### config.mk
export PLATFORM = sky130hd
export DESIGN_NAME = id_ex_stage
export DESIGN_NICKNAME = d
export VERILOG_FILES = /design/src/rtl/rv32i_types.sv /design/src/rtl/ir_field_decode.sv /design/src/rtl/id_ex_stage.sv
export SDC_FILE = /design/constraint.sdc
export NUM_CORES = 1
export LEC_CHECK = 0
export BUFFER_PORTS_ARGS = -buffer_cell sky130_fd_sc_hd__buf_2
export CAP_MARGIN = 40
export CORE_AREA = 4 4 175 177
export DETAILED_ROUTE_END_ITERATION = 7
export DIE_AREA = 0 0 179 181
export SYNTH_ARGS = -nofsm -noshare
export SYNTH_HDL_FRONTEND = slang
export SYNTH_SLANG_ARGS = --single-unit
### constraint.sdc
create_clock -name clk -period 2.03 [get_ports clk]
set_input_delay 0.1015 -clock clk [delete_from_list [all_inputs] [get_ports clk]]
set_output_delay 0.1015 -clock clk [all_outputs]
set_load 0.01 [all_outputs]
### src/rtl/rv32i_types.sv
// Shared RV32I pipeline types: opcodes, ALU ops, control word, ID/EX state.
// Constants bounding the load-use bubble count and naming register x0.
package rv32i_types;

    typedef enum logic [6:0] {
        op_lui   = 7'b0110111,
        op_auipc = 7'b0010111,
        op_jal   = 7'b1101111,
        op_jalr  = 7'b1100111,
        op_br    = 7'b1100011,
        op_load  = 7'b0000011,
        op_store = 7'b0100011,
        op_imm   = 7'b0010011,
        op_reg   = 7'b0110011,
        op_csr   = 7'b1110011
    } rv32i_opcode;

    typedef enum logic [2:0] {
        alu_add = 3'b000,
        alu_sll = 3'b001,
        alu_sra = 3'b010,
        alu_sub = 3'b011,
        alu_xor = 3'b100,
        alu_srl = 3'b101,
        alu_or  = 3'b110,
        alu_and = 3'b111
    } alu_ops;

    typedef struct packed {
        rv32i_opcode opcode;
        alu_ops      aluop;
        logic [2:0]  funct3;
        logic        load_regfile;
        logic        read;
        logic        write;
        logic [1:0]  regfilemux_sel;
        logic        alumux1_sel;
        logic [2:0]  alumux2_sel;
        logic [2:0]  cmpop;
    } rv32i_control_word;

    typedef enum logic {
        RUN    = 1'b0,
        BUBBLE = 1'b1
    } id_ex_state_t;

    localparam int         LOAD_USE_BUBBLES_MAX = 3;
    localparam logic [4:0] X0_IDX               = 5'd0;

    function automatic logic uses_rs1(rv32i_opcode op);
        return !(op == op_lui || op == op_auipc || op == op_jal);
    endfunction

    function automatic logic uses_rs2(rv32i_opcode op);
        return op == op_br || op == op_store || op == op_reg;
    endfunction

endpackage

### src/rtl/ir_field_decode.sv
// Combinational extraction of register indices and sign-extended
// immediates from a raw RV32I instruction word.
module ir_field_decode (
    input  logic [31:0] instr,
    output logic [4:0]  rs1,
    output logic [4:0]  rs2,
    output logic [4:0]  rd,
    output logic [31:0] i_imm,
    output logic [31:0] s_imm,
    output logic [31:0] b_imm,
    output logic [31:0] u_imm,
    output logic [31:0] j_imm
);

    logic unused_opcode;

    assign unused_opcode = ^instr[6:0];

    assign rs1 = instr[19:15];
    assign rs2 = instr[24:20];
    assign rd  = instr[11:7];

    assign i_imm = {{21{instr[31]}}, instr[30:20]};
    assign s_imm = {{21{instr[31]}}, instr[30:25], instr[11:7]};
    assign b_imm = {{20{instr[31]}}, instr[7], instr[30:25],
                    instr[11:8], 1'b0};
    assign u_imm = {instr[31:12], 12'b0};
    assign j_imm = {{12{instr[31]}}, instr[19:12], instr[20],
                    instr[30:21], 1'b0};

endmodule

### src/rtl/id_ex_stage.sv
// ID/EX pipeline register with load-use bubble insertion, stall and flush.
// Optional ID_EX_PERF_CNT_EN adds bubble and flush event counters.
module id_ex_stage
    import rv32i_types::*;
#(
    parameter int LOAD_USE_BUBBLES = 1
) (
    input  logic              clk,
    input  logic              rst,
    input  logic              id_valid,
    input  logic [31:0]       id_pc,
    input  logic [31:0]       id_instr,
    input  rv32i_control_word id_ctrl,
    input  logic [31:0]       id_rs1_data,
    input  logic [31:0]       id_rs2_data,
    input  logic              ex_stall,
    input  logic              ex_flush,
    output logic              id_hold,
    output logic              ex_valid,
    output rv32i_control_word ex_ctrl,
    output logic [31:0]       ex_pc,
    output logic [31:0]       ex_rs1_data,
    output logic [31:0]       ex_rs2_data,
    output logic [4:0]        ex_rs1_idx,
    output logic [4:0]        ex_rs2_idx,
    output logic [4:0]        ex_rd,
    output logic [31:0]       ex_i_imm,
    output logic [31:0]       ex_s_imm,
    output logic [31:0]       ex_b_imm,
    output logic [31:0]       ex_u_imm,
`ifdef ID_EX_PERF_CNT_EN
    output logic [31:0]       perf_bubbles,
    output logic [31:0]       perf_flushes,
`endif
    output logic [31:0]       ex_j_imm
);

    localparam int BUB_N =
        (LOAD_USE_BUBBLES > LOAD_USE_BUBBLES_MAX) ? LOAD_USE_BUBBLES_MAX :
        (LOAD_USE_BUBBLES < 1) ? 1 : LOAD_USE_BUBBLES;
    localparam logic [1:0] BUB_INIT = 2'(BUB_N - 1);

    logic [4:0]   rs1, rs2, rd;
    logic [31:0]  i_imm, s_imm, b_imm, u_imm, j_imm;
    id_ex_state_t state_q, state_d;
    logic [1:0]   cnt_q, cnt_d;
    logic         rs1_hit, rs2_hit, hazard;
    logic         load_bubble, load_id;

    ir_field_decode u_dec (
        .instr (id_instr),
        .rs1   (rs1),
        .rs2   (rs2),
        .rd    (rd),
        .i_imm (i_imm),
        .s_imm (s_imm),
        .b_imm (b_imm),
        .u_imm (u_imm),
        .j_imm (j_imm)
    );

    assign rs1_hit = uses_rs1(id_ctrl.opcode) && rs1 != X0_IDX
                     && rs1 == ex_rd;
    assign rs2_hit = uses_rs2(id_ctrl.opcode) && rs2 != X0_IDX
                     && rs2 == ex_rd;
    assign hazard  = ex_valid && ex_ctrl.opcode == op_load
                     && ex_ctrl.load_regfile && ex_rd != X0_IDX
                     && id_valid && (rs1_hit || rs2_hit);

    assign id_hold = ex_stall
                     | (!ex_flush & ((hazard && state_q == RUN)
                                     | state_q == BUBBLE));

    // Next state: stall > flush > pending bubbles > new hazard > advance.
    always_comb begin
        state_d     = state_q;
        cnt_d       = cnt_q;
        load_bubble = 1'b0;
        load_id     = 1'b0;
        if (ex_stall) begin
            state_d = state_q;
        end else if (ex_flush) begin
            load_bubble = 1'b1;
            cnt_d       = 2'd0;
            state_d     = RUN;
        end else if (state_q == BUBBLE) begin
            load_bubble = 1'b1;
            cnt_d       = cnt_q - 2'd1;
            state_d     = (cnt_q == 2'd1) ? RUN : BUBBLE;
        end else if (hazard) begin
            load_bubble = 1'b1;
            cnt_d       = BUB_INIT;
            state_d     = (BUB_INIT != 2'd0) ? BUBBLE : RUN;
        end else begin
            load_id = 1'b1;
        end
    end

    // Bubble-state register and remaining-bubble counter.
    always_ff @(posedge clk) begin
        if (rst) begin
            state_q <= RUN;
            cnt_q   <= 2'd0;
        end else begin
            state_q <= state_d;
            cnt_q   <= cnt_d;
        end
    end

    // ID/EX pipeline register; a bubble only clears valid and control.
    always_ff @(posedge clk) begin
        if (rst) begin
            ex_valid    <= 1'b0;
            ex_ctrl     <= '0;
            ex_pc       <= '0;
            ex_rs1_data <= '0;
            ex_rs2_data <= '0;
            ex_rs1_idx  <= '0;
            ex_rs2_idx  <= '0;
            ex_rd       <= '0;
            ex_i_imm    <= '0;
            ex_s_imm    <= '0;
            ex_b_imm    <= '0;
            ex_u_imm    <= '0;
            ex_j_imm    <= '0;
        end else if (load_bubble) begin
            ex_valid <= 1'b0;
            ex_ctrl  <= '0;
        end else if (load_id) begin
            ex_valid    <= id_valid;
            ex_ctrl     <= id_ctrl;
            ex_pc       <= id_pc;
            ex_rs1_data <= id_rs1_data;
            ex_rs2_data <= id_rs2_data;
            ex_rs1_idx  <= rs1;
            ex_rs2_idx  <= rs2;
            ex_rd       <= rd;
            ex_i_imm    <= i_imm;
            ex_s_imm    <= s_imm;
            ex_b_imm    <= b_imm;
            ex_u_imm    <= u_imm;
            ex_j_imm    <= j_imm;
        end
    end

`ifdef ID_EX_PERF_CNT_EN
    // Count hazard bubbles and accepted flushes; both wrap naturally.
    always_ff @(posedge clk) begin
        if (rst) begin
            perf_bubbles <= '0;
            perf_flushes <= '0;
        end else begin
            if (load_bubble && !ex_flush)
                perf_bubbles <= perf_bubbles + 32'd1;
            if (ex_flush && !ex_stall)
                perf_flushes <= perf_flushes + 32'd1;
        end
    end
`endif

endmodule

==> load_flow_metrics.sql, run 1 <==
INSERT INTO impl_metrics (metric_group, metric, value, unit) VALUES
('run', 'max_capacitance_violation_count', '0', ''),
('timing', 'final_max_slew_viol_count', '0', ''),
('clock_tree', 'cts_htree_levels', '4', ''),
('timing', 'final.min_clock_period', '2.28', 'ns'),
('global_routing', 'globalRoute.totalOverflow', '0', ''),
('timing', 'timing.fmax', '439', 'MHz'),
('pwr', 'pwr-share-comb', '19.9', '%'),
('timing', 'worst_clock_skew', '0.0122', 'ns'),
('finish', 'post_route_cells_drive_above_1_share', '58.6', '%'),
('pwr', 'worst_ir_drop_vdd', '0.000543', 'V'),
('routing', 'detail-route-antenna-nets', '0', ''),
('worst_setup_path', 'cp-end-kind', 'flip-flop', ''),
('global_routing', 'globalRouteTotalUtil', '17.8', '%'),
('pwr', 'power.leakage', '0.00569', 'uW'),
('routing', 'drt-pass1-iter-count', '5', ''),
('synthesis', 'post_synth_fa_ha_maj_area_fraction', '0.178', '%'),
('timing', 'setup_viol', '150', ''),
('pwr', 'power-per-cell-area', '588', 'mW/mm^2'),
('floorplanning', 'floorplan.io_pins', '456', ''),
('pwr', 'totalPowerFinal', '7750', 'uW'),
('worst_setup_path', 'list_of_cells_traversed_by_the_critical_path', 'buf_6 > or4_4 > nor2_4 > nor3_4 > o21a_4 > buf_4 > buf_12 > o21ai_0 > a21oi_2', ''),
('routing', 'detail_route.wl_per_cell', '19.2', 'um'),
('global_routing', 'number_of_global_route_vias_before_repair', '8120', ''),
('clock_tree', 'cts_tree', 'done', ''),
('synthesis', 'synthSimpleGateAreaFrac', '13.1', '%'),
('pwr', 'clkPwrFrac', '39.1', '%'),
('synthesis', 'synthMuxAreaShare', '0', '%'),
('timing', 'maxSlewHeadroom', '47.3', '%'),
('synthesis', 'avgSynthCellArea', '8.03', 'sq um'),
('timing', 'grt_setup_unrepaired', 'yes', ''),
('finish', 'layout-area-overhead-vs-synth', '86.9', '%'),
('routing', 'total_routed_length', '33500', 'um'),
('global_routing', 'antenna_violations_before_repair', '5', ''),
('worst_setup_path', 'worstSetupStartpointType', 'flip-flop', ''),
('pwr', 'p_sw_share', '30.4', '%'),
('clock_tree', 'clkSlewWorstSetupHoldPaths', '0.07', 'ns'),
('clock_tree', 'cts_inserted_buffers', '17', ''),
('synthesis', 'xor_xnor_portion_of_the_synthesized_cell_area', '1.12', '%'),
('finish', 'fill_cells', '2616', ''),
('worst_setup_path', 'crit_slowest_cell', 'or4_4', ''),
('floorplanning', 'die_height', '181', 'um'),
('global_routing', 'grt_start_max_net_pins', '125', ''),
('placement', 'post_place_cell_area', '0.00881', 'sq mm'),
('clock_tree', 'cts.sinks', '150', ''),
('routing', 'starting_drt_drc_count', '497', ''),
('status', 'failed_checks', 'negative setup slack', ''),
('clock_tree', 'clk_latency', '0.43', 'ns'),
('synthesis', 'yosys_register_bits', '150', ''),
('placement', 'final_weighted_congestion_of_routability_driven_global_placement', '0.825', ''),
('synthesis', 'synth_area', '0.00705', 'sq mm'),
('status', 'outcome', 'complete, but fails checks', ''),
('worst_setup_path', 'crit_type', 'flip-flop to flip-flop', ''),
('worst_setup_path', 'critPathMaxFanout', '29', ''),
('routing', 'drc', '0', ''),
('floorplanning', 'floorplan.rows', '63', ''),
('clock_tree', 'clock-root-buffer', 'clkbuf_16', ''),
('worst_setup_path', 'cp.buffers_inverters', '3', ''),
('pwr', 'cell_internal_pwr', '5390', 'uW'),
('finish', 'layout.cell_area.non_filler', '0.0132', 'sq mm'),
('placement', 'placement.io_buffers', '434', ''),
('timing', 'hold_viol', '0', ''),
('pwr', 'net-switching-power', '2360', 'uW'),
('pwr', 'power.share.sequential', '40.9', '%'),
('synthesis', 'synthesis.instances', '877', ''),
('timing', 'postLayoutSetupSlackWorst', '-0.246', 'ns'),
('floorplanning', 'core', '0.0292', 'sq mm'),
('routing', 'detail_route.vias_per_cell', '4.89', ''),
('floorplanning', 'floorplan.initialDensity', '24.1', '%'),
('worst_setup_path', 'cpPeakStageDelay', '0.54', 'ns'),
('floorplanning', 'die_area', '0.0324', 'sq mm'),
('hold_path', 'timing.hold.worst.class', 'input port to flip-flop', '');
-- worst register-to-register path: stages, from the launching register on --
cell,delay (ns)
dfxtp_2,0.33
buf_6,0.12
or4_4,0.54
nor2_4,0.13
nor3_4,0.06
o21a_4,0.13
buf_4,0.20
buf_12,0.19
o21ai_0,0.34
a21oi_2,0.09
-- per-layer routing --
layer,global-route usage (%),part of all wire (%),vias up
li1,-,-,3863
met1,19.6,36,4124
met2,32.0,53,461
met3,4.02,6.9,99
met4,8.26,4.0,0
met5,0,0,-
-- cell type report --
cell class | instances | area (sq um) | share of cell area (%)
Antenna cell | 5 | 12.5 | 0.0950
Clock buffer | 17 | 425 | 3.23
Clock inverter | 15 | 118 | 0.893
Inverter | 2 | 7.51 | 0.0570
Multi-Input combinational cell | 508 | 4130 | 31.4
Sequential cell | 150 | 3010 | 22.9
Tap cell | 390 | 488 | 3.71
Timing Repair Buffer | 662 | 4970 | 37.8
-- power groups by stage --
stage	clock (uW)	combinational (uW)	sequential, uW
2_1_floorplan	0	565	3290
3_3_place_gp	0	1010	3220
3_5_place_dp	0	1010	3230
4_1_cts	3080	1300	3160
5_1_grt	3200	1650	3190
6_report	3030	1550	3170
-- placed cells by master, fill, tap and decap left out, types with 6 or more instances in the layout --
| cell | count |
|---|---|
| a21oi_1 | 50 |
| a21oi_2 | 101 |
| buf_12 | 33 |
| buf_16 | 8 |
| buf_2 | 433 |
| buf_4 | 22 |
| buf_6 | 13 |
| buf_8 | 6 |
| clkbuf_16 | 19 |
| conb_1 | 14 |
| dfxtp_1 | 145 |
| dlygate4sd3_1 | 144 |
| inv_6 | 6 |
| nand2_1 | 7 |
| nand3_1 | 47 |
| nand3_2 | 47 |
| nand3_4 | 57 |
| nor2_1 | 7 |
| o21ai_0 | 64 |
| o21ai_1 | 59 |
| o21ai_2 | 17 |
-- final timing paths --
path / from / endpoint / slack (ns) / cells after the start
max: ex_rd[2] / ex_rs2_data[13] / -0.25 / 9
min: id_ctrl[23] / ex_ctrl[23] / 0.07 / 4
max reg2reg: ex_rd[2] / ex_rs2_data[13] / -0.25 / 9
min reg2reg: ex_pc[1] / ex_pc[1] / 0.46 / 2
-- cells by family after synthesis --
family | count (synthesis)
AO/OA/AOI/OAI | 302
XOR/XNOR | 9
adder cells (fa/ha/maj) | 1
buffers and inverters | 232
flip-flops | 150
other | 1
AND/OR/NAND/NOR | 182
-- per-stage QoR --
| step | std cells | utilization [%] | setup TNS, ns | hold slack, ns |
|---|---|---|---|---|
| after floorplan | 890 | - | 0 | 0.242 |
| after global placement | 1523 | 30.1 | -2.03 | 0.354 |
| after detailed placement | 1523 | 30.1 | -4.68 | 0.359 |
| after CTS | 1742 | 40.3 | -17.45 | 0.0347 |
| after global routing | 1749 | 45.0 | -32.38 | 0.0675 |
| final | 1749 | 45.0 | -22.57 | 0.0735 |
-- sequential cells by signal, summed over array words and instances, names as in the netlist --
| signal | count |
|---|---|
| ex_rd | 4 |
| ex_j_imm | 4 |
| ex_rs2_data | 32 |
| state_q | 1 |
| ex_rs1_idx | 4 |
| ex_pc | 32 |
| cnt_q | 2 |
| ex_rs1_data | 32 |
| ex_rs2_idx | 4 |
| ex_ctrl | 25 |
| ex_i_imm | 8 |
| ex_s_imm | 1 |
| ex_valid | 1 |
-- synth_stat cells --
master       n  area [sq um]
a211oi_1     1          7.51
a21oi_1    151           756
a21oi_2      1          8.76
a311oi_1     1          8.76
buf_2       15          75.1
buf_4      154          1160
buf_6        1          11.3
clkbuf_1    51           191
clkbuf_2     9          45.0
conb_1       1          3.75
dfxtp_1    150          3000
ha_1         1          12.5
inv_1        2          7.51
nand2_1      7          26.3
nand3_1    151           756
nor2_1       9          33.8
nor2b_1      2          12.5
nor3_1       3          15.0
nor3b_1      2          15.0
nor4_1       2          12.5
nor4b_1      1          8.76
nor4bb_1     1          10.0
o2111a_1     1          11.3
o2111ai_1    1          8.76
o21a_2       1          8.76
o21ai_0    134           671
o21ai_1      9          45.0
o21ai_2      1          8.76
o21bai_1     1          7.51
or3_1        1          6.26
or3b_1       1          8.76
or4_1        2          15.0
xnor2_1      5          43.8
xor2_1       4          35.0
-- what timing repair did --
item	CTS	global route
hold buffers	144	0
buffers inserted	27	9
setup endpoints to repair	125	150
hold endpoints to repair	144	0
gates resized for setup	74	348
gates cloned	16	2
pin swaps	14	124
Note: power is estimated with default switching activity, not from simulation.
==> run 2: changes to the inputs <==
--- a/config.mk
+++ b/config.mk
@@ -5,11 +5,12 @@
 export SDC_FILE = /design/constraint.sdc
 export NUM_CORES = 1
 export LEC_CHECK = 0
+export ABC_AREA = 1
 export BUFFER_PORTS_ARGS = -buffer_cell sky130_fd_sc_hd__buf_2
 export CAP_MARGIN = 40
-export CORE_AREA = 4 4 175 177
+export CORE_AREA = 4 4 176 178
 export DETAILED_ROUTE_END_ITERATION = 7
-export DIE_AREA = 0 0 179 181
+export DIE_AREA = 0 0 180 182
 export SYNTH_ARGS = -nofsm -noshare
 export SYNTH_HDL_FRONTEND = slang
 export SYNTH_SLANG_ARGS = --single-unit
==> constraint.sdc (replaced) <==
create_clock -name clk -period 2.3 [get_ports clk]
set_input_delay 0.115 -clock clk [delete_from_list [all_inputs] [get_ports clk]]
set_output_delay 0.115 -clock clk [all_outputs]
set_load 0.01 [all_outputs]
==> load_flow_metrics.sql, run 2 <==
INSERT INTO impl_metrics (metric_group, metric, value, unit) VALUES
('timing', 'grt_setup_unrepaired', 'no', ''),
('floorplanning', 'die_area', '0.0328', 'sq mm'),
('timing', 'fin_crit_sh', '88.7', '%'),
('placement', 'placement.io_buffers', '434', ''),
('timing', 'totalNegativeSetupSlack', '0', 'ns'),
('routing', 'detail-route-antenna-nets', '0', ''),
('worst_setup_path', 'critPathMaxFanout', '3', ''),
('floorplanning', 'floorplan.io_pins', '456', ''),
('clock_tree', 'cts_htree_levels', '4', ''),
('worst_setup_path', 'cp-end-kind', 'primary output', ''),
('synthesis', 'synth_area_leaders', 'dfxtp_1 (42%), buf_4 (17%), nand4_1 (13%)', ''),
('timing', 'final.min_clock_period', '2.04', 'ns'),
('synthesis', 'synth_enable_flop_cells', '0', ''),
('finish', 'final_cell_count_no_fill', '1735', ''),
('synthesis', 'synth_most_common_cell', 'nand2_1', ''),
('floorplanning', 'die_w', '180', 'um'),
('finish', 'fill_cells', '3013', ''),
('worst_setup_path', 'crit_type', 'flip-flop to primary output', ''),
('synthesis', 'synth_area', '0.00714', 'sq mm'),
('global_routing', 'globalRouteTotalUtil', '16.1', '%'),
('clock_tree', 'clkSlewWorstSetupHoldPaths', '0.07', 'ns'),
('synthesis', 'synthFlopType', 'dfxtp_1', ''),
('timing', 'tightest_pin_transition', '0.710', 'ns'),
('synthesis', 'netlist_top_cells_count', 'nand2_1 (188), buf_4 (159), dfxtp_1 (150)', ''),
('status', 'outcome', 'completed', ''),
('placement', 'final_weighted_congestion_of_routability_driven_global_placement', '0.865', ''),
('floorplanning', 'core', '0.0294', 'sq mm'),
('timing', 'hold_viol', '0', ''),
('finish', 'nNetsFinal', '1490', ''),
('timing', 'final_max_slew_viol_count', '0', ''),
('clock_tree', 'cts.sinks', '150', ''),
('floorplanning', 'floorplan.initialDensity', '24.3', '%'),
('timing', 'maxSlewHeadroom', '52.7', '%'),
('routing', 'drc', '0', ''),
('hold_path', 'timing.hold.worst.class', 'input port to flip-flop', ''),
('synthesis', 'synth.lib_cells_used.distinct', '24', ''),
('placement', 'place_inst', '1556', ''),
('placement', 'detailedPlace.worstSlack', '0.245', 'ns'),
('worst_setup_path', 'crit_slowest_cell', 'dfxtp_1', ''),
('worst_setup_path', 'list_of_cells_traversed_by_the_critical_path', 'buf_4 > inv_2 > nand2_1 > nand2_1 > nor2_1 > nand2_1 > nor2_1 > nand2_1 > nand2_1 > a21oi_1 > o21ai_0 > buf_2', ''),
('clock_tree', 'clk_latency', '0.43', 'ns'),
('clock_tree', 'max-clock-path-buffers', '2', ''),
('synthesis', 'synthesis.instances', '925', ''),
('worst_setup_path', 'worst-r2r-cell-count', '9', ''),
('synthesis', 'avgSynthCellArea', '7.72', 'sq um'),
('global_routing', 'globalRoute.totalOverflow', '0', ''),
('routing', 'total_routed_length', '27600', 'um'),
('pwr', 'power-per-cell-area', '660', 'mW/mm^2'),
('pwr', 'worst_ir_drop_vdd', '0.000412', 'V'),
('global_routing', 'grt_start_max_net_pins', '147', ''),
('worst_setup_path', 'worstSetupStartpointType', 'flip-flop', ''),
('synthesis', 'synthDominantAreaCellType', 'dfxtp_1', ''),
('worst_setup_path', 'worst_path_most_repeated_cell', 'nand2_1', ''),
('finish', 'largest_registers', 'ex_pc x32, ex_rs1_data x32, ex_rs2_data x32', ''),
('run', 'max_capacitance_violation_count', '0', ''),
('clock_tree', 'post_cts_setup_buffers', '0', ''),
('synthesis', 'yosysTopAreaCellShare', '42.0', '%'),
('routing', 'detail_route.vias_per_cell', '4.48', ''),
('timing', 'setup_viol', '0', ''),
('finish', 'layout.cells.most_common', 'buf_2', ''),
('finish', 'layout-area-overhead-vs-synth', '50.6', '%'),
('timing', 'worst_clock_skew', '0.0192', 'ns'),
('global_routing', 'wire_length_of_the_first_global_routing_pass', '42800', 'um'),
('clock_tree', 'cts_inserted_buffers', '17', ''),
('routing', 'num_vias', '7768', ''),
('finish', 'post-route-util', '36.6', '%'),
('timing', 'postLayoutSetupSlackWorst', '0.259', 'ns'),
('routing', 'starting_drt_drc_count', '396', ''),
('synthesis', 'yosys_register_bits', '150', ''),
('hold_path', 'worst_hold_stages', '3', ''),
('placement', 'hpwl', '17900', 'um'),
('worst_setup_path', 'worst_ep_required_time', '2.18', 'ns'),
('global_routing', 'number_of_global_route_vias_before_repair', '7740', ''),
('routing', 'drt-pass1-iter-count', '7', ''),
('synthesis', 'synthArstFlopShare', '0', '%'),
('global_routing', 'antenna_violations_before_repair', '3', ''),
('clock_tree', 'clock-root-buffer', 'clkbuf_16', ''),
('clock_tree', 'cts_tree', 'done', ''),
('timing', 'timing.fmax', '490', 'MHz'),
('floorplanning', 'die_height', '182', 'um'),
('worst_setup_path', 'cpPeakStageDelay', '0.37', 'ns'),
('synthesis', 'synth.yosys.seq_area_share', '42.0', '%'),
('worst_setup_path', 'cp.arrival', '1.93', 'ns'),
('synthesis', 'synth_warnings', '0', ''),
('routing', 'detail_route.wl_per_cell', '15.9', 'um'),
('floorplanning', 'floorplan.rows', '63', ''),
('finish', 'layout_common_cells', 'buf_2 (433), nand2_1 (188), dfxtp_1 (150)', ''),
('finish', 'post_route_cells_drive_above_1_share', '36.5', '%'),
('pwr', 'power.leakage', '0.00521', 'uW');
==> run 2: changes by cell type after synthesis, moves of 10 or more <==
| cell | previous run | this run |
|---|---|---|
| clkbuf_1 | 51 | 41 |
| nand3_1 | 151 | 6 |
| nand4_1 | 0 | 145 |
| nand2_1 | 7 | 188 |
| buf_2 | 15 | 25 |
| nor2_1 | 9 | 31 |
| o21ai_0 | 134 | 2 |
| inv_1 | 2 | 17 |
==> run 2: per-stage QoR <==
step	total power (uW)	area (sq um)	hold slack (ns)
2_1_floorplan	3490	7190	0.250
3_3_place_gp	3820	8660	0.354
3_5_place_dp	3820	8660	0.358
4_1_cts	7220	10800	0.00271
5_1_grt	7420	10800	0.0246
6_report	7110	10800	0.0290
==> run 2: layer usage <==
| layer | up-vias | part of all wire (%) | global-route usage, % |
|---|---|---|---|
| met5 | - | 0.047 | 0 |
| met4 | 2 | 2.6 | 6.25 |
| met3 | 46 | 6.5 | 4.31 |
| met2 | 347 | 51 | 27.9 |
| met1 | 3571 | 40 | 19.2 |
| li1 | 3802 | - | - |
==> run 2: area by class of cell <==
cell class	instances	area (sq um)	area share (%)
Clock buffer	20	437	4.06
Clock inverter	11	199	1.85
Antenna cell	2	5.00	0.0465
Inverter	20	77.6	0.721
Multi-Input combinational cell	541	2650	24.6
Timing Repair Buffer	601	3910	36.3
Sequential cell	150	3000	27.9
Tap cell	390	488	4.53
==> run 2: repair_timing <==
action / CTS / global route
hold buffers: 146 / 0
resized for setup: 0 / 0
hold endpoints to repair: 146 / 0
==> run 2: path summary, 6_finish.rpt <==
check | start | endpoint | slack [ns]
min | id_rs1_data[7] | ex_rs1_data[7] | 0.03
max reg2reg | ex_rd[2] | ex_rs2_data[20] | 0.28
min reg2reg | ex_pc[15] | ex_pc[15] | 0.46
max | ex_rd[0] | id_hold | 0.26
==> run 2: worst max-delay path, delay by kind of cell (launching register included) <==
kind / cells / cell delay (ns)
buffers and inverters: 3 / 0.35
flip-flops: 1 / 0.37
AND/OR/NAND/NOR: 7 / 0.51
AO/OA/AOI/OAI: 2 / 0.26
==> run 2: power breakdown <==
| part | internal (uW) | switching [uW] |
|---|---|---|
| sequential | 2710 | 73.5 |
| combinational | 553 | 626 |
| clock | 1930 | 1210 |
==> run 2: logic make-up (layout without fill, tap and decap cells) <==
family / after synthesis / after routing / share of synthesized area [%]
and+or+nand+nor: 377 / 377 / 25.3
adders and majority gates: 1 / 1 / 0.175
other: 1 / 16 / 0.0525
DFF: 150 / 150 / 42.0
xor gates and xnor gates: 3 / 3 / 0.368
AOI/OAI and AO/OA: 146 / 146 / 10.2
buffers and inverters: 247 / 652 / 21.9
==> run 3: changes to the inputs <==
--- a/config.mk
+++ b/config.mk
@@ -11,6 +11,7 @@
 export CORE_AREA = 4 4 176 178
 export DETAILED_ROUTE_END_ITERATION = 7
 export DIE_AREA = 0 0 180 182
+export MAX_ROUTING_LAYER = met4
 export SYNTH_ARGS = -nofsm -noshare
 export SYNTH_HDL_FRONTEND = slang
 export SYNTH_SLANG_ARGS = --single-unit
==> load_flow_metrics.sql, run 3 (synthesis gave the netlist of run 2 again) <==
INSERT INTO impl_metrics (metric_group, metric, value, unit) VALUES
('timing', 'grt_setup_unrepaired', 'no', ''),
('pwr', 'power.share.sequential', '39.2', '%'),
('floorplanning', 'floorplan.rows', '63', ''),
('global_routing', 'globalRouteTotalUtil', '16.6', '%'),
('clock_tree', 'cts_repair_resize_count', '0', ''),
('floorplanning', 'floorplan.initialDensity', '24.3', '%'),
('finish', 'layout-area-overhead-vs-synth', '50.7', '%'),
('worst_setup_path', 'crit_type', 'flip-flop to primary output', ''),
('finish', 'nNetsFinal', '1490', ''),
('finish', 'fill_cells', '3012', ''),
('pwr', 'totalPowerFinal', '7110', 'uW'),
('global_routing', 'wire_length_of_the_first_global_routing_pass', '42800', 'um'),
('timing', 'postLayoutSetupSlackWorst', '0.249', 'ns'),
('timing', 'maxSlewHeadroom', '52.8', '%'),
('pwr', 'power-per-cell-area', '660', 'mW/mm^2'),
('placement', 'placement.io_buffers', '434', ''),
('run', 'max_capacitance_violation_count', '0', ''),
('pwr', 'p_sw_share', '26.8', '%'),
('clock_tree', 'cts.sinks', '150', ''),
('finish', 'layout.cells.most_common', 'buf_2', ''),
('worst_setup_path', 'cp-end-kind', 'primary output', ''),
('clock_tree', 'clock-root-buffer', 'clkbuf_16', ''),
('worst_setup_path', 'cp.arrival', '1.94', 'ns'),
('global_routing', 'globalRoute.totalOverflow', '0', ''),
('timing', 'tightest_pin_transition', '0.708', 'ns'),
('worst_setup_path', 'critPathMaxFanout', '3', ''),
('floorplanning', 'core', '0.0294', 'sq mm'),
('timing', 'fin_crit_sh', '89.2', '%'),
('timing', 'final_max_slew_viol_count', '0', ''),
('routing', 'detail_route.wl_per_cell', '15.9', 'um'),
('timing', 'worst_clock_skew', '0.0178', 'ns'),
('routing', 'detail-route-antenna-nets', '0', ''),
('worst_setup_path', 'cpPeakStageDelay', '0.37', 'ns'),
('timing', 'hold_viol', '0', ''),
('floorplanning', 'die_area', '0.0328', 'sq mm'),
('finish', 'final_cell_count_no_fill', '1736', ''),
('finish', 'post_route_cells_drive_above_1_share', '36.5', '%'),
('global_routing', 'number_of_global_route_vias_before_repair', '7758', ''),
('routing', 'drt-pass1-iter-count', '7', ''),
('finish', 'layout_common_cells', 'buf_2 (433), nand2_1 (188), dfxtp_1 (150)', ''),
('worst_setup_path', 'cp.buffers_inverters', '3', ''),
('routing', 'detail_route.vias_per_cell', '4.48', ''),
('finish', 'largest_registers', 'ex_pc x32, ex_rs1_data x32, ex_rs2_data x32', ''),
('worst_setup_path', 'worst_path_most_repeated_cell', 'nand2_1', ''),
('placement', 'hpwl', '17900', 'um'),
('pwr', 'worst_ir_drop_vdd', '0.000410', 'V'),
('timing', 'totalNegativeSetupSlack', '0', 'ns'),
('global_routing', 'antenna_violations_before_repair', '3', ''),
('floorplanning', 'floorplan.io_pins', '456', ''),
('status', 'outcome', 'completed', ''),
('worst_setup_path', 'critPathTopFamily', 'simple AND/OR/NAND/NOR gates', ''),
('pwr', 'pwr-share-comb', '16.6', '%'),
('worst_setup_path', 'worstSetupStartpointType', 'flip-flop', ''),
('timing', 'timing.fmax', '488', 'MHz'),
('clock_tree', 'holdBufCountCts', '146', ''),
('placement', 'place_inst', '1556', ''),
('clock_tree', 'clk_latency', '0.43', 'ns'),
('routing', 'total_routed_length', '27500', 'um'),
('placement', 'final_weighted_congestion_of_routability_driven_global_placement', '0.879', ''),
('routing', 'starting_drt_drc_count', '388', ''),
('pwr', 'cell_internal_pwr', '5200', 'uW'),
('clock_tree', 'max-clock-path-buffers', '2', ''),
('floorplanning', 'die_w', '180', 'um'),
('worst_setup_path', 'list_of_cells_traversed_by_the_critical_path', 'buf_4 > inv_2 > nand2_1 > nand2_1 > nor2_1 > nand2_1 > nor2_1 > nand2_1 > nand2_1 > a21oi_1 > o21ai_0 > buf_2', ''),
('clock_tree', 'post_cts_setup_buffers', '0', ''),
('hold_path', 'timing.hold.worst.class', 'input port to flip-flop', ''),
('placement', 'detailedPlace.worstSlack', '0.245', 'ns'),
('timing', 'final.min_clock_period', '2.05', 'ns'),
('worst_setup_path', 'worst_ep_required_time', '2.18', 'ns'),
('pwr', 'clkPwrFrac', '44.2', '%'),
('routing', 'num_vias', '7777', ''),
('floorplanning', 'die_height', '182', 'um'),
('clock_tree', 'cts_inserted_buffers', '17', ''),
('timing', 'setup_viol', '0', ''),
('timing', 'hold_ws', '0.0309', 'ns'),
('pwr', 'power.leakage', '0.00521', 'uW'),
('worst_setup_path', 'crit_slowest_cell', 'dfxtp_1', ''),
('routing', 'drc', '0', ''),
('clock_tree', 'cts_tree', 'done', ''),
('clock_tree', 'clkSlewWorstSetupHoldPaths', '0.07', 'ns'),
('clock_tree', 'cts_htree_levels', '4', ''),
('global_routing', 'grt_start_max_net_pins', '147', ''),
('pwr', 'net-switching-power', '1910', 'uW');
[run 3: cell count changes in the layout (fill, tap and decap cells not counted)]
cell / previous run / this run
diode_2: 2 / 3
[run 3: worst register-to-register path: stages (launching register included)]
cell,delay [ns]
dfxtp_1,0.39
buf_4,0.15
xor2_1,0.14
nor2_1,0.07
nand3_1,0.08
nand2_1,0.14
nand2_4,0.14
buf_4,0.48
nand4_1,0.18
a21oi_1,0.20
[run 3: cell type report]
cell class                      instances  area (sq um)  area share, %
Timing Repair Buffer                  601          3910           36.3
Clock buffer                           20           437           4.06
Tap cell                              390           488           4.53
Antenna cell                            3          7.51         0.0697
Clock inverter                         11           199           1.85
Inverter                               20          77.6          0.721
Sequential cell                       150          3000           27.9
Multi-Input combinational cell        541          2650           24.6
[run 3: path summary, 6_finish.rpt]
kind                        start         endpoint  slack (ns)  depth (start not counted)
hold / removal     id_rs1_data[7]   ex_rs1_data[7]        0.03                          3
hold reg to reg   ex_rs2_data[19]  ex_rs2_data[19]        0.46                          2
setup reg to reg         ex_rd[2]  ex_rs2_data[20]        0.26                          9
setup / recovery         ex_rd[0]          id_hold        0.25                         12
[run 3: power groups by stage]
stage	Clock [uW]	Sequential, uW	Combinational, uW
detailed placement	0	2840	979
floorplan	0	2910	583
global route	3330	2800	1290
global placement	0	2840	976
finish	3140	2790	1180
CTS	3250	2790	1180
[run 3: per-layer routing]
metal | track usage, % | vias up | routed length (um)
li1 | - | 3807 | -
met4 | 6.28 | 0 | 746
met5 | - | - | 0
met3 | 4.05 | 49 | 1820
met2 | 27.8 | 346 | 13900
met1 | 19.3 | 3575 | 11000
[run 3: metrics by stage]
stage | utilization [%] | area, sq um
after floorplan | - | 7190
after global placement | 29.5 | 8660
after detailed placement | 29.5 | 8660
after CTS | 36.6 | 10800
after global routing | 36.6 | 10800
final | 36.6 | 10800
